**src/rtl/seg_scan_driver_pkg.sv**
```systemverilog
// Shared constants and types for the 4-digit 7-segment scan driver.
//   NumDigits : digits on the display
//   DecMax    : largest decimal value that fits in four digits
//   AnOff     : anode pattern with every digit switched off (active-low)
//   load_st_e : load FSM state encoding
package seg_scan_driver_pkg;

  localparam int unsigned NumDigits = 4;
  localparam logic [15:0] DecMax    = 16'd9999;
  localparam logic [3:0]  AnOff     = 4'b1111;

  typedef enum logic [1:0] {
    StIdle,
    StShift,
    StDone
  } load_st_e;

  // Active-low one-hot anode select for digit slot idx.
  function automatic logic [3:0] anode_sel(input logic [1:0] idx);
    return ~(4'b0001 << idx);
  endfunction

endpackage

```
**src/rtl/bin16_to_bcd_seq.sv**
```systemverilog
// Sequential 16-bit binary to 4-digit BCD converter (double dabble, one bit per cycle).
// Ports:
//   clk_i, rst_i : clock, synchronous active-high reset
//   start_i      : load bin_i and begin a 16-iteration conversion
//   bin_i        : binary operand (caller keeps it <= 9999)
//   done_o       : high during the cycle whose closing edge performs the last iteration
//   bcd_o        : BCD result, valid from the edge after done_o until the next start
module bin16_to_bcd_seq (
  input  logic        clk_i,
  input  logic        rst_i,
  input  logic        start_i,
  input  logic [15:0] bin_i,
  output logic        done_o,
  output logic [15:0] bcd_o
);

  logic [15:0] bin_q, bin_d;
  logic [15:0] bcd_q, bcd_d;
  logic [3:0]  cnt_q, cnt_d;
  logic        busy_q, busy_d;
  logic [15:0] adj;

  always_comb begin
    // Add 3 to each nibble >= 5 before the shift.
    adj = bcd_q;
    for (int i = 0; i < 4; i++) begin
      if (bcd_q[4*i +: 4] >= 4'd5) begin
        adj[4*i +: 4] = bcd_q[4*i +: 4] + 4'd3;
      end
    end

    bin_d  = bin_q;
    bcd_d  = bcd_q;
    cnt_d  = cnt_q;
    busy_d = busy_q;
    if (start_i) begin
      bin_d  = bin_i;
      bcd_d  = '0;
      cnt_d  = '0;
      busy_d = 1'b1;
    end else if (busy_q) begin
      {bcd_d, bin_d} = {adj, bin_q} << 1;
      cnt_d          = cnt_q + 4'd1;
      if (cnt_q == 4'd15) begin
        busy_d = 1'b0;
      end
    end
  end

  always_ff @(posedge clk_i) begin
    if (rst_i) begin
      bin_q  <= '0;
      bcd_q  <= '0;
      cnt_q  <= '0;
      busy_q <= 1'b0;
    end else begin
      bin_q  <= bin_d;
      bcd_q  <= bcd_d;
      cnt_q  <= cnt_d;
      busy_q <= busy_d;
    end
  end

  assign done_o = busy_q && (cnt_q == 4'd15);
  assign bcd_o  = bcd_q;

endmodule

```
**src/rtl/seg_scan_driver.sv**
```systemverilog
// Front end for a BCD-to-7-segment decoder driving a 4-digit common-anode display.
// Accepts a 16-bit value over valid/ready, shows it as decimal (clamped to 9999) or as
// four raw hex nibbles, and time-multiplexes the digits onto one decoder.
// Ports:
//   clk_i, rst_i   : clock, synchronous active-high reset
//   data_in_i      : value to display
//   data_valid_i   : data_in_i / hex_mode_i qualified
//   data_ready_o   : block can accept (load FSM idle)
//   hex_mode_i     : sampled at transfer; 1 = hex nibbles, 0 = decimal
//   blank_lz_i     : live; blank leading zero digits (digit 0 never blanked)
//   disp_en_i      : live; 0 = all anodes off and decoder disabled
//   bcd_o, en_o    : digit code and enable to the decoder
//   an_o           : active-low anodes, an_o[0] = least-significant digit
//   ovf_o          : last decimal load exceeded 9999 and was clamped
module seg_scan_driver
  import seg_scan_driver_pkg::*;
#(
  parameter int unsigned REFRESH_DIV = 100000,
  parameter int unsigned DIV_W       = 17
) (
  input  logic        clk_i,
  input  logic        rst_i,
  input  logic [15:0] data_in_i,
  input  logic        data_valid_i,
  output logic        data_ready_o,
  input  logic        hex_mode_i,
  input  logic        blank_lz_i,
  input  logic        disp_en_i,
  output logic [3:0]  bcd_o,
  output logic        en_o,
  output logic [3:0]  an_o,
  output logic        ovf_o
);

  load_st_e state_q, state_d;

  logic [4*NumDigits-1:0] digit_q, digit_d;
  logic                   ovf_q, ovf_d;
  logic [DIV_W-1:0]       div_q, div_d;
  logic [1:0]             idx_q, idx_d;
  logic [3:0]             an_q, an_d;
  logic [3:0]             bcd_q, bcd_d;
  logic                   en_q, en_d;

  logic                   xfer;
  logic                   conv_start;
  logic                   conv_done;
  logic                   dec_commit;
  logic [15:0]            conv_bcd;
  logic [15:0]            operand;
  logic [NumDigits-1:0]   blank;
  logic                   div_wrap;

  // ---------------- Load FSM ----------------
  always_ff @(posedge clk_i) begin
    if (rst_i) begin
      state_q <= StIdle;
    end else begin
      state_q <= state_d;
    end
  end

  always_comb begin
    state_d = state_q;
    unique case (state_q)
      StIdle:  if (xfer && !hex_mode_i) state_d = StShift;
      StShift: if (conv_done) state_d = StDone;
      StDone:  state_d = StIdle;
      default: state_d = StIdle;
    endcase
  end

  always_comb begin
    data_ready_o = (state_q == StIdle);
    dec_commit   = (state_q == StDone);
  end

  assign xfer       = data_valid_i && data_ready_o;
  assign conv_start = xfer && !hex_mode_i;
  assign operand    = (data_in_i > DecMax) ? DecMax : data_in_i;

  bin16_to_bcd_seq u_conv (
    .clk_i   (clk_i),
    .rst_i   (rst_i),
    .start_i (conv_start),
    .bin_i   (operand),
    .done_o  (conv_done),
    .bcd_o   (conv_bcd)
  );

  // ---------------- Digit and overflow registers ----------------
  always_comb begin
    digit_d = digit_q;
    ovf_d   = ovf_q;
    if (xfer) begin
      if (hex_mode_i) begin
        digit_d = data_in_i;
        ovf_d   = 1'b0;
      end else begin
        ovf_d = (data_in_i > DecMax);
      end
    end
    if (dec_commit) begin
      digit_d = conv_bcd;
    end
  end

  // ---------------- Scan ----------------
  // A digit is blank when it and every more-significant digit are zero.
  always_comb begin
    blank[3] = blank_lz_i && (digit_q[15:12] == 4'd0);
    blank[2] = blank[3] && (digit_q[11:8] == 4'd0);
    blank[1] = blank[2] && (digit_q[7:4] == 4'd0);
    blank[0] = 1'b0;
  end

  assign div_wrap = (div_q == DIV_W'(REFRESH_DIV - 1));

  always_comb begin
    div_d = div_wrap ? '0 : div_q + 1'b1;
    idx_d = div_wrap ? idx_q + 2'd1 : idx_q;
    // Outputs are registered from the current idx, so they trail idx by one cycle.
    an_d  = disp_en_i ? anode_sel(idx_q) : AnOff;
    bcd_d = digit_q[{idx_q, 2'b00} +: 4];
    en_d  = disp_en_i && !blank[idx_q];
  end

  always_ff @(posedge clk_i) begin
    if (rst_i) begin
      digit_q <= '0;
      ovf_q   <= 1'b0;
      div_q   <= '0;
      idx_q   <= '0;
      an_q    <= AnOff;
      bcd_q   <= '0;
      en_q    <= 1'b0;
    end else begin
      digit_q <= digit_d;
      ovf_q   <= ovf_d;
      div_q   <= div_d;
      idx_q   <= idx_d;
      an_q    <= an_d;
      bcd_q   <= bcd_d;
      en_q    <= en_d;
    end
  end

  assign an_o  = an_q;
  assign bcd_o = bcd_q;
  assign en_o  = en_q;
  assign ovf_o = ovf_q;

endmodule

```
**config.mk**
```make
export PLATFORM = sky130hd
export DESIGN_NAME = seg_scan_driver
export DESIGN_NICKNAME = d
export VERILOG_FILES = /design/src/rtl/seg_scan_driver_pkg.sv /design/src/rtl/bin16_to_bcd_seq.sv /design/src/rtl/seg_scan_driver.sv
export SDC_FILE = /design/constraint.sdc
export NUM_CORES = 1
export LEC_CHECK = 0
export CAP_MARGIN = 20
export CELL_PAD_IN_SITES_DETAIL_PLACEMENT = 2
export CELL_PAD_IN_SITES_GLOBAL_PLACEMENT = 2
export CORE_ASPECT_RATIO = 1.2
export CORE_MARGIN = 1
export CORE_UTILIZATION = 32
export DETAILED_ROUTE_END_ITERATION = 10
export PLACE_DENSITY = 0.82
export SYNTH_ARGS = -nofsm -noshare
export SYNTH_HDL_FRONTEND = slang
export SYNTH_SLANG_ARGS = --single-unit
```
**constraint.sdc**
```tcl
create_clock -name clk_i -period 1.9 [get_ports clk_i]
set_input_delay 0.38 -clock clk_i [delete_from_list [all_inputs] [get_ports clk_i]]
set_output_delay 0.38 -clock clk_i [all_outputs]
set_load 0.005 [all_outputs]
```
After elaboration in Yosys (flattened, before gate mapping). Cells that the tools add are included. W data, S select, Z words.

Register bits: 84. Bits of input ports: 22. Logic and storage cells: 75.

Add/sub/neg operators: 7. Magnitude comparators: 6. Equal/unequal tests: 6. Shift-type cells: 2. Mux-type cells: 19. Bitwise operators: 2. Reductions and logical operators: 21.

Operators with widths (number): $mux W16 (6); $add A17 B1 Y17 const B (1); $eq A17 B17 Y1 const B (1); $ge A4 B3 Y1 const B (4); $gt A16 B14 Y1 const B (1); $shiftx A16 B5 Y4 (1); $add A4 B2 Y4 const B (3); $logic_not A4 Y1 (3); $mux W4 (3); $logic_and A1 B1 Y1 (7); $reduce_bool A2 Y1 (3); $reduce_or A2 Y1 (3); $mux W1 (5); $add A4 B1 Y4 const B (1); $eq A4 B4 Y1 const B (1); $mux W2 (2); $not A4 Y4 (1); $pmux W2 S2 (1); $reduce_and A2 Y1 (2); $shl A1 B2 Y4 const A (1); $add A3 B2 Y3 const B (1); $lt A2 B3 Y1 const B (1); $mux W3 (1); $add A2 B1 Y2 const B (1); 8 further kinds (9).

Longest topological paths before layout.
Word-level depth: 8. Mapped depth: 6.

Modules after synthesis. A second synthesis with hierarchy kept.

Cell total of the unflattened synthesis: 465. Area, all modules: 4240.3 sq um.

By module, submodules not included: seg_scan_driver (instances 1, cells an instance 244, area an instance 2232.1 sq um, seq. area each 940.9 sq um); bin16_to_bcd_seq (instances 1, cells an instance 221, area an instance 2008.2 sq um, seq. area each 740.7 sq um).

Worst setup path after synthesis. OpenSTA, ideal clock, no wires.

Path kind: register -> register. From: reg div_q[0]. To: reg idx_q[1]. Arrival: 1.806 ns. Path slack: 0.006 ns. Cell stages (with the launch flop): 6. Period minus slack after synthesis: 1.894 ns. Path through: dfxtp_1 -> ha_1 -> nand3_2 -> or4b_4 -> or4b_1 -> o31ai_1.

Longest elaborated chain between the ends: 1.

RTL lines: start: declaration (RTL line seg_scan_driver.sv:39) `logic [DIV_W-1:0] div_q, div_d;`; start signal: assignment (RTL line seg_scan_driver.sv:140) `div_q <= div_d;`; $eq A17 B17 Y1 (RTL line seg_scan_driver.sv:117) `assign div_wrap = (div_q == DIV_W'(REFRESH_DIV - 1));`; end signal: assignment (RTL line seg_scan_driver.sv:141) `idx_q <= idx_d;`; end: declaration (RTL line seg_scan_driver.sv:40) `logic [1:0] idx_q, idx_d;`.

Every way passes these cells. A chain may end at the register's enable or synchronous reset.

Worst setup path in the final report.
From: in data_in_i[12]. To: reg u_conv.bin_q[2].

Longest elaborated chain between the ends: 3.

RTL lines: start: declaration (RTL line seg_scan_driver.sv:23) `input logic [15:0] data_in_i,`; $gt A16 B14 Y1 (RTL line seg_scan_driver.sv:80) `assign operand = (data_in_i > DecMax) ? DecMax : data_in_i;`; $mux W16 (RTL line seg_scan_driver.sv:80); $mux W16 (RTL line bin16_to_bcd_seq.sv:36) `if (start_i) begin`; end signal: assignment (RTL line bin16_to_bcd_seq.sv:57) `bin_q <= bin_d;`; end: declaration (RTL line bin16_to_bcd_seq.sv:17) `logic [15:0] bin_q, bin_d;`.

Every way passes these cells.

==> impl_results.md <==
- Final cell count without fillers: a little under 700
- Layout cell share with drive strength beyond 1: 18.8%
- Post-layout min period: 1.87 ns
- Ys flop type: dfxtp_1
- Final setup violation count: 0
- Die Area: about 0.013 mm²
- Post-Syn Area: roughly 0.0040 mm²
- Core area: 0.0121 mm²
- CP Launch Type: primary input
- Worst EP arrival: 2.10 ns
- Tcrit/Tclk final: between 90 and 100%
- Vias in the first global route: between 4k and 5k
- Yosys warning total: 0
- Total clock sinks: 84
- Rel. slew slack: 63.4%
- Area leader, netlist: dfxtp_1
- VDD IR max: 632 µV
- CTS Root Cell: clkbuf_16
- Via count: 3640
- Final hold violations: 0
- Layout fillers: 1261
- Post-placement cell count: around 660
- Hold-fix buffers at CTS: 0
- Vias per cell: 5.38
- Worst EP required: 2.13 ns
- Fin Hold WS: around 0.51 ns
- Pre-CTS WS: -0.460 ns
- Row count: between 40 and 50
- #FFs+latches synth: 84
- Hold Path Class: flop to flop
- Worst Tran Pin Value: 0.549 ns
- First-pass DRT Iterations: 6
- Synth top area share: between 40% and 50%
- Die height: between 100 and 150 µm
- Initial antenna violation count: 0
- GP Congestion: between 0.7 and 0.8
- Finished Core Util: 43.3%
- Avg Inst Size Synth: 8.92 µm²
- Hold Path Depth: 2
- Pwr Total: between 4000 and 5000 µW
- Max cap viols: 0
- Async set-or-reset flop fraction in the synthesized netlist: 0%
- Ranking of synthesized cells by area: dfxtp_1, mux2i_1, nor2_1
- Initial Utilization: about a third
- Detailed Place HPWL: 9960 µm
- # DRC: 0
- Pleak: approximately 0.0019 µW
- Nets: ~550
- Chip width: a little over 100 µm
- Ant. Diodes: 0
- H-tree depth: 3
- Tot GR Track Use: between 20 and 25%
- CTS Buf Count: 9
- PortBufs: 32
- CTS tree: yes
- Critical path class: primary input to flop
- Peak Freq: between 500 and 600 MHz
- Register area: 0.00169 mm²
- Remaining Overflow, GRT: 0
- Number of enable flip-flop cells after synthesis: 0
- Status: finished, final reports clean
- Routed wire length: roughly 15000 µm
- First DRT Iteration DRCs: roughly 130
- Multi-input gate area: ~0.0023 mm²
- Register area share after synthesis: a little over two fifths
- Count of mapped cells out of synthesis: 444
- Clk buf depth: 2
- DR WL/cell: about 22 µm
- Top cells by count, synth: dfxtp_1, nor2_1, mux2i_1
- Pwr/cell area: between 700 and 800 mW/mm²
- Reg2reg path depth: 5
- # IOs: 33
- Final WS setup: 0.0265 ns
- Count leader, synth: dfxtp_1
- Clk Latency, worst-skew pair: 0.36 ns
- Largest net degree at the start of global routing: 27
- Area grow syn2layout: 31.9%
- Register-to-register setup slack: about 0.07 ns
- Routed Antenna Nets: 0
- Worst setup EP type: flop
- First-pass GRT wire length: 23200 µm
- Synth cell types: between 40 and 50
- CTS clock-pin slew for the worst setup and hold paths: around 0.070 ns
- Net count after synthesis: 480
- Max Fanout on Critical Path: 6
- Worst Clk Skew: about 0.012 ns
- Final Max Slew Viols: 0
kinds of logic after synthesis:
logic type	count (synthesis)	synth area share, %
AO/OA/AOI/OAI	79	12.8
XOR/XNOR	25	5.53
adder cells (fa/ha/maj)	14	4.42
buffers and inverters	39	3.95
flip-flops	84	42.5
multiplexers	30	8.88
AND/OR/NAND/NOR	173	22.0
cell type report:
| cell class | count | share of cell area, % |
|---|---|---|
| clock buffers | 10 | 4.58 |
| clock inverters | 6 | 1.13 |
| inverters | 14 | 1.01 |
| multi-input cells | 321 | 43.2 |
| flip-flops and latches | 84 | 32.3 |
| well taps | 161 | 3.86 |
| repair buffers | 81 | 14.0 |
critical path, cell delays in order:
cell and delay (ns):
clkdlybuf4s50_1 0.42, or2_2 0.34, a211o_1 0.34, buf_4 0.17, o21ai_2 0.19, buf_6 0.16, a21oi_1 0.10
where the power goes:
| group | internal, µW | switching (µW) |
|---|---|---|
| registers | 1830 | 68.2 |
| logic | 239 | 255 |
| clock network | 948 | 832 |
| total | 3020 | 1160 |
state kept, by name, indices dropped and copies added (netlist names):
name           cells
u_conv.bin_q      16
an_o               4
bcd_o              4
digit_q           16
u_conv.bcd_o      16
en_o               1
ovf_o              1
u_conv.busy_q      1
u_conv.cnt_q       4
div_q             17
idx_q              2
state_q            2
routing by layer:
layer  part of all wire, %  global-route usage [%]  vias to the layer above
met5                     0                       0                        -
met4                   4.9                    15.2                        0
met3                   2.5                    4.13                       44
met2                    54                    45.7                       68
met1                    39                    24.7                     1817
li1                      -                       -                     1711
cells in the final DEF, fill, tap and decap left out, types with 4 or more instances in the layout:
| cell | instances |
|---|---|
| nor2_1 | 61 |
| nand3_1 | 17 |
| nand4_1 | 9 |
| nor3_1 | 9 |
| o21ai_0 | 14 |
| nor4_1 | 10 |
| clkbuf_16 | 9 |
| xor2_1 | 6 |
| clkdlybuf4s50_1 | 32 |
| ha_1 | 13 |
| nand2b_1 | 15 |
| a31oi_1 | 5 |
| dfxtp_1 | 81 |
| a21oi_1 | 23 |
| mux4_2 | 4 |
| a2111oi_0 | 4 |
| a211oi_1 | 10 |
| o22ai_1 | 4 |
| mux2i_1 | 25 |
| nor2b_1 | 6 |
| nand3b_1 | 5 |
| buf_4 | 45 |
| xnor2_1 | 19 |
| nand2_1 | 24 |
| inv_1 | 14 |
final timing paths:
path | start | end
max reg2reg | div_q[0] | idx_q[1]
min | u_conv.bcd_o[13] | u_conv.bcd_o[13]
max | data_in_i[12] | u_conv.bin_q[2]
min reg2reg | u_conv.bcd_o[13] | u_conv.bcd_o[13]
per-stage QoR:
stage          setup TNS, ns  cell area, µm²
2_1_floorplan              0            3960
3_3_place_gp           -4.70            4770
3_5_place_dp          -11.45            4770
4_1_cts             -0.00682            5150
5_1_grt              -0.0290            5220
6_report                   0            5220
what timing repair did:
action / CTS / global route
resized for setup: 16 / 15
pin swaps: 1 / 4
endpoints found under the setup margin: 9 / 14
buffers inserted: 1 / 1
No activity file was read; power rests on OpenSTA's default activity.
